### config.mk
export PLATFORM = sky130hd
export DESIGN_NAME = cmd_launcher
export DESIGN_NICKNAME = d
export VERILOG_FILES = /design/src/rtl/cmd_launcher.sv
export SDC_FILE = /design/constraint.sdc
export NUM_CORES = 1
export LEC_CHECK = 0
export ABC_AREA = 1
export CAP_MARGIN = 30
export CORE_UTILIZATION = 55
export DETAILED_ROUTE_END_ITERATION = 10
export PLACE_DENSITY = 0.8
export SYNTH_ARGS = -nofsm -noshare
export SYNTH_HDL_FRONTEND = slang
export SYNTH_SLANG_ARGS = --single-unit
### constraint.sdc
create_clock -name clk -period 2.8 [get_ports clk]
set_input_delay 0.84 -clock clk [delete_from_list [all_inputs] [get_ports clk]]
set_output_delay 0.84 -clock clk [all_outputs]
set_load 0.005 [all_outputs]
### src/rtl/cmd_launcher.sv
// Host command queue feeding a serial master FSM: DEPTH-entry FIFO, one-cycle start, gap after done.
// Optional: define CMD_TIMEOUT_EN to abort a command whose done does not arrive within TIMEOUT cycles.
module cmd_launcher #(
    parameter int unsigned DATA_W  = 8,
    parameter int unsigned ADDR_W  = 7,
    parameter int unsigned DEPTH   = 4,
    parameter int unsigned GAP_W   = 10,
    parameter int unsigned TIMEOUT = 1000
) (
    input  logic                   clk,
    input  logic                   rst,
    input  logic                   cs,
    input  logic                   wr,
    input  logic                   rd,
    input  logic [DATA_W-1:0]      writedatain,
    input  logic [ADDR_W-1:0]      addressin,
    input  logic [GAP_W-1:0]       gap,
    input  logic                   done,
    input  logic                   hold,
    output logic                   start,
    output logic                   rw,
    output logic [DATA_W-1:0]      writedataout,
    output logic [ADDR_W-1:0]      addressout,
    output logic                   stop,
    output logic                   busy,
    output logic                   full,
    output logic [$clog2(DEPTH):0] count,
    output logic                   ovf,
    output logic                   timeout
);
    localparam int unsigned PTR_W = $clog2(DEPTH);
    localparam int unsigned CNT_W = PTR_W + 1;

    typedef struct packed {
        logic              rw;
        logic [ADDR_W-1:0] addr;
        logic [DATA_W-1:0] data;
    } entry_t;

    typedef enum logic [1:0] {
        ST_IDLE,
        ST_WAIT,
        ST_GAP
    } state_t;

    if (DEPTH < 2 || (DEPTH & (DEPTH - 1)) != 0 || TIMEOUT < 1) begin : g_param_check
        $error("cmd_launcher: DEPTH must be a power of two >= 2 and TIMEOUT >= 1");
    end

    state_t           state_q, state_d;
    logic [GAP_W-1:0] gap_cnt_q, gap_cnt_d;
    entry_t           mem_q [DEPTH];
    entry_t           out_q;
    logic [PTR_W-1:0] wr_ptr_q, rd_ptr_q;
    logic [CNT_W-1:0] count_q;
    logic             req_q, start_q, stop_q, ovf_q;
    logic             req, push, pop, accept, full_w;

    // One push per request assertion, however long cs stays high.
    assign req    = cs & (wr | rd);
    assign push   = req & ~req_q;
    assign full_w = (count_q == CNT_W'(DEPTH));
    assign accept = push & (~full_w | pop);

`ifdef CMD_TIMEOUT_EN
    localparam int unsigned WAIT_W = $clog2(TIMEOUT + 1);
    logic [WAIT_W-1:0] wait_cnt_q;
    logic              wait_expired, tmo_d, tmo_q;

    always_ff @(posedge clk or posedge rst) begin
        if (rst)                     wait_cnt_q <= '0;
        else if (state_q != ST_WAIT) wait_cnt_q <= '0;
        else                         wait_cnt_q <= wait_cnt_q + 1'b1;
    end

    assign wait_expired = (wait_cnt_q == WAIT_W'(TIMEOUT - 1));
`endif

    // NOTE: every output of this block gets a default first, so no path infers a latch.
    always_comb begin
        state_d   = state_q;
        gap_cnt_d = gap_cnt_q;
        pop       = 1'b0;
`ifdef CMD_TIMEOUT_EN
        tmo_d     = 1'b0;
`endif
        unique case (state_q)
            ST_IDLE: begin
                if (count_q != '0) begin
                    pop     = 1'b1;
                    state_d = ST_WAIT;
                end
            end
            ST_WAIT: begin
                if (done) begin
                    if (gap == '0) begin
                        state_d = ST_IDLE;
                    end else begin
                        gap_cnt_d = gap;
                        state_d   = ST_GAP;
                    end
                end
`ifdef CMD_TIMEOUT_EN
                else if (wait_expired) begin
                    tmo_d   = 1'b1;
                    state_d = ST_IDLE;
                end
`endif
            end
            ST_GAP: begin
                gap_cnt_d = gap_cnt_q - 1'b1;
                if (gap_cnt_q == GAP_W'(1)) state_d = ST_IDLE;
            end
            default: state_d = ST_IDLE;
        endcase
    end

    // NOTE: sequential state uses <= so every flop samples pre-edge values.
    always_ff @(posedge clk or posedge rst) begin
        if (rst) begin
            state_q   <= ST_IDLE;
            gap_cnt_q <= '0;
            wr_ptr_q  <= '0;
            rd_ptr_q  <= '0;
            count_q   <= '0;
            req_q     <= 1'b0;
            start_q   <= 1'b0;
            stop_q    <= 1'b0;
            ovf_q     <= 1'b0;
            out_q     <= '0;
        end else begin
            state_q   <= state_d;
            gap_cnt_q <= gap_cnt_d;
            req_q     <= req;
            start_q   <= pop;
            stop_q    <= hold;
            ovf_q     <= push & full_w & ~pop;
            if (accept) wr_ptr_q <= wr_ptr_q + 1'b1;
            if (pop) begin
                rd_ptr_q <= rd_ptr_q + 1'b1;
                out_q    <= mem_q[rd_ptr_q];
            end
            case ({accept, pop})
                2'b10:   count_q <= count_q + 1'b1;
                2'b01:   count_q <= count_q - 1'b1;
                default: ;
            endcase
        end
    end

    // NOTE: FIFO storage is not reset; the pointers and count decide which entries are valid.
    always_ff @(posedge clk) begin
        if (accept) mem_q[wr_ptr_q] <= '{rw: rd, addr: addressin, data: writedatain};
    end

`ifdef CMD_TIMEOUT_EN
    always_ff @(posedge clk or posedge rst) begin
        if (rst) tmo_q <= 1'b0;
        else     tmo_q <= tmo_d;
    end
    assign timeout = tmo_q;
`else
    assign timeout = 1'b0;
`endif

    assign start        = start_q;
    assign rw           = out_q.rw;
    assign writedataout = out_q.data;
    assign addressout   = out_q.addr;
    assign stop         = stop_q;
    assign busy         = (state_q != ST_IDLE) | (count_q != '0);
    assign full         = full_w;
    assign count        = count_q;
    assign ovf          = ovf_q;

endmodule
Word level (Yosys, flattened, before mapping)
Memories as Yosys holds them, arrays and structs flattened. A register that Yosys moved wholly into a read port is not among the register bits.
Cells that the tools add are included.
W data, S select, Z words.
{"block": "classes", "mux": 13, "bitwise": 11, "addsub": 5, "n_eq_ne": 10, "n_reduce_logical": 8}
{"op": "$mux W10", "n": 2}
{"op": "$pmux W10 S2", "n": 1}
{"op": "$eq A10 B1 Y1 const B", "n": 1}
{"op": "$logic_not A10 Y1", "n": 1}
{"op": "$sub A10 B1 Y10 const B", "n": 1}
{"op": "$mux W2", "n": 4}
{"op": "$ne A2 B2 Y1 const B", "n": 4}
{"op": "$pmux W2 S3", "n": 1}
{"op": "$pmux W3 S2", "n": 1}
{"op": "$reduce_and A3 Y1", "n": 2}
{"op": "$reduce_bool A2 Y1", "n": 3}
{"op": "$and A1 B1 Y1", "n": 5}
{"op": "$add A2 B1 Y2 const B", "n": 2}
{"op": "$eq A2 B1 Y1 const B", "n": 2}
{"op": "$eq A2 B2 Y1 const B", "n": 2}
{"op": "$mux W1", "n": 4}
{"op": "$add A3 B1 Y3 const B", "n": 1}
{"op": "$eq A3 B3 Y1 const B", "n": 1}
{"op": "$not A1 Y1", "n": 3}
{"op": "$or A1 B1 Y1", "n": 3}
{"op": "$reduce_bool A3 Y1", "n": 1}
{"op": "$sub A3 B1 Y3 const B", "n": 1}
{"op": "$logic_not A2 Y1", "n": 1}
{"block": "word_totals", "n_memories": 1, "ramBits": 64, "word_cells": 57, "register_bits": 23}
{"memory": "mem_q", "depth": 4, "word_bits": 16, "rd": 1, "rd_ports_with_merged_regs": 1, "write_ports": 1, "line": "52", "rtl": "entry_t mem_q [DEPTH];"}

Depth between registers and ports, before layout
{"block": "depth", "ltp_word": 7, "ltp_mapped": 11}

Worst setup path before layout
OpenSTA, ideal clock, no wires.
{"block": "synth_timing", "path_type": "input to register", "start": "input cs", "end": "memory mem_q[0][0] in the netlist's numbering (enable)", "cell_stages": 4, "arrival_ns": 1.957, "path_buffers": 0, "setup_time_ns": 0.389, "path_slack_ns": 0.454, "required_time_ns": 2.411, "cell_sequence": "inv_1 -> nor3_2 -> nand2_2 -> nor2_1"}
{"block": "synth_between", "elab_chain_cells": 5}
{"item": "start: declaration", "line": "12", "rtl": "input logic cs,"}
{"item": "$and A1 B1 Y1", "line": "60", "rtl": "assign req = cs & (wr | rd);"}
{"item": "$and A1 B1 Y1", "line": "61", "rtl": "assign push = req & ~req_q;"}
{"item": "$and A1 B1 Y1", "line": "63", "rtl": "assign accept = push & (~full_w | pop);"}
{"item": "$mux W1", "line": "153", "rtl": "if (accept) mem_q[wr_ptr_q] <= '{rw: rd, addr: addressin, data: writedatain};"}
{"item": "$mux W1 (implied by the code)", "line": "153"}
{"item": "end: declaration", "line": "52"}
No other way between the ends.

Final worst setup path
{"block": "layout_timing", "start": "register count_q[0], in the netlist count[0]", "end": "output full"}
{"block": "layout_between", "elab_chain_cells": 1}
{"item": "start: declaration", "line": "55", "rtl": "logic [CNT_W-1:0] count_q;"}
{"item": "start signal: assignment", "line": "144", "rtl": "2'b10: count_q <= count_q + 1'b1;"}
{"item": "start signal: assignment", "line": "145", "rtl": "2'b01: count_q <= count_q - 1'b1;"}
{"item": "$eq A3 B3 Y1", "line": "62", "rtl": "assign full_w = (count_q == CNT_W'(DEPTH));"}
{"item": "end: declaration", "line": "26", "rtl": "output logic full,"}
No other way between the ends.

==> metrics.cfg <==
[outcome]
outcome=finished, final reports clean

[place]
placed_cell_area_mm2=0.00509
gp_congestion=0.838
hpwlAfterDp_um=5710
dp_slack_ps=55.9
dp_cells=568
io_buffers=55

[power]
leakage_nw=2.09
p_int_w=0.00321
power_density_mw_per_mm2=993
pwr-share-clk_pct=17.0
combPwrFrac_pct=40.2
max-vdd-ir-drop_v=0.000565
p_seq_share_pct=42.9
p_sw_share_pct=38.8
p_switching_w=0.00204

[sta]
slew_violations=0
slew-limit-headroom_pct=50.8
timing.final.crit_share_pct=88.7
clock_skew_ps=11.3
setup_viol=0
fin_ws_ps=316
fin_tns_setup_ps=0
worst_pin_slew_ps=738
fmax_mhz=403
hold_viol_final=0
rsz0062_at_grt=false
period_minus_slack_ps=2480

[clock_tree]
cts_hold_buffers=0
clk_pin_slew_ps=100
cts_buffers=9
cts-resized-gates=0
cts_root_buf=clkbuf_8
cts_buffer_depth=2
insertion_delay_ps=370
numClockSinks=103
htreeDepth=3
post_cts_buffers=0
cts_tree=yes

[setup_path]
path_cells=nor2_2, nand2_1, inv_1, clkdlybuf4s50_1
path_max_fanout=4
critPathCaptureType=output port
crit_arrival_ps=1640
cp_top_family=buffers and inverters
cp_num_buf_inv=2
worst_setup_path_start_kind=flip-flop
cp.required_ps=1960
crit_type=reg -> out
max_stage_delay_ps=490
cpMaxStageDelayCell=clkdlybuf4s50_1

[finish]
nNetsFinal=516
area_growth_syn_to_layout_pct=19.7
n_antenna_cell=0
fin_cells=584
fill_cells=567
drive_above_1_share_pct=8.51
fin_area_mm2=0.00528

[yosys]
synth.area.top_cells=edfxtp_1 44%, dfrtp_1 22%, nor2_1 8.8%
seq_area_frac_synth_pct=65.7
netlist_top_cells_count=103 x nor2_1, 64 x edfxtp_1, 44 x nand2_1
yosysTopAreaCell=edfxtp_1
synth_nets=458
yosysMostFrequentCell=nor2_1
synth_top_area_share_pct=43.5
syn_area_per_cell_um2=10.5
synth_edf_count=64
synth_seq_cells=103
synth-main-ff-cell=edfxtp_1
syn_inst=419
synth_async_sr_flop_share_pct=37.9
ys_types=31
netlist_area_mm2=0.00441
ys.warnings.count=0

[run]
cap_viol_max_count=0

[floorplanning]
core_mm2=0.00773
std_cell_rows=32
io_pins=57
die_area_mm2=0.00839
die_w_um=91.6
start_util_pct=57.1
die_h_um=91.6

[global_routing]
grt.total_usage_pct=22.0
antenna_found_initial=0
grt_first_pass_wirelength_um=14200
grt_max_degree=40
grt-ovfl-total=0
grt_pass1_vias=3109

[detailed_routing]
ant_nets=0
routed-via-count=3092
routed_wl_um=8590
drcViolationCount=0
drt-vias-per-instance=5.29
drtIter0Drc=157
wl_per_cell_um=14.7
dr.pass1.iters=4

[min_path]
hold_class=reg -> reg

metal layers:
metal,up-vias,global-route usage (%),share of wire (%)
met5,-,0,0
met4,0,6.88,1.2
met3,9,5.78,5.5
met2,87,38.3,52
met1,1474,26.8,41
li1,1522,-,-
power groups by stage:
stage / Sequential [W] / Clock, W / Combinational (W)
2_1_floorplan: 0.00221 / 0 / 0.00146
3_3_place_gp: 0.00226 / 0 / 0.00203
3_5_place_dp: 0.00228 / 0 / 0.00212
4_1_cts: 0.00225 / 0.000913 / 0.00213
5_1_grt: 0.00229 / 0.000953 / 0.00239
6_report: 0.00225 / 0.000889 / 0.00211
layout by cell type (no fill, tap or decap), types with 6 or more instances in the layout:
| cell type | instances |
|---|---|
| nand2_1 | 44 |
| nor2_1 | 103 |
| inv_1 | 29 |
| edfxtp_1 | 64 |
| clkdlybuf4s50_1 | 55 |
| o21ai_0 | 33 |
| inv_2 | 6 |
| nand2_2 | 6 |
| nand4_1 | 9 |
| ha_1 | 6 |
| nand3_1 | 23 |
| clkbuf_8 | 9 |
| dfrtp_1 | 39 |
| a31oi_1 | 16 |
metrics by stage:
stage / util (%) / hold WS (ps) / total power [W]
4_1_cts: 68.3 / 523 / 0.00529
3_3_place_gp: 65.9 / 489 / 0.00430
5_1_grt: 68.3 / 542 / 0.00563
6_report: 68.3 / 528 / 0.00525
3_5_place_dp: 65.9 / 496 / 0.00440
2_1_floorplan: - / 471 / 0.00367
worst register-to-register path, cell delays in order (launching register included):
cell,delay (ps)
dfrtp_1,450
nor2_2,160
nand2_2,140
inv_4,330
nand2_2,140
fa_1,420
inv_1,90
nand4_1,90
nand3_1,80
nand2_1,60
inv_1,50
sequential cells by signal, summed over array words and instances, names as in the netlist:
| signal | cells |
|---|---|
| state_q | 2 |
| req_q | 1 |
| mem_q | 64 |
| start | 1 |
| rd_ptr_q | 2 |
| wr_ptr_q | 2 |
| ovf | 1 |
| count | 3 |
| addressout | 7 |
| rw | 1 |
| stop | 1 |
| gap_cnt_q | 10 |
| writedataout | 8 |
final timing paths:
kind                               from            end  slack [ps]  cells past startpoint
setup / recovery               count[0]           full         320                      4
hold / removal             gap_cnt_q[7]   gap_cnt_q[7]         530                      2
setup reg to reg             state_q[0]       count[2]         740                     10
hold reg to reg            gap_cnt_q[7]   gap_cnt_q[7]         530                      2
max in group asynchronous           rst  addressout[4]        1550                      3
min in group asynchronous           rst   gap_cnt_q[5]         890                      3
final cells by class:
type / count / area (um^2) / area share, %
Sequential cell: 103 / 2900 / 54.9
Multi-Input combinational cell: 265 / 1290 / 24.4
Timing Repair Buffer: 62 / 641 / 12.1
Inverter: 36 / 138 / 2.61
Clock buffer: 10 / 128 / 2.42
Tap cell: 102 / 128 / 2.42
Clock inverter: 6 / 62.6 / 1.18
cells by family after synthesis:
| logic type | synth area share (%) |
|---|---|
| compound gates | 6.92 |
| xor+xnor | 0.794 |
| fa+ha+maj | 2.15 |
| buf+inv | 5.16 |
| flops | 65.7 |
| other cells | 0.0850 |
| simple gates | 19.2 |
Power figures use the tool's default switching activity.
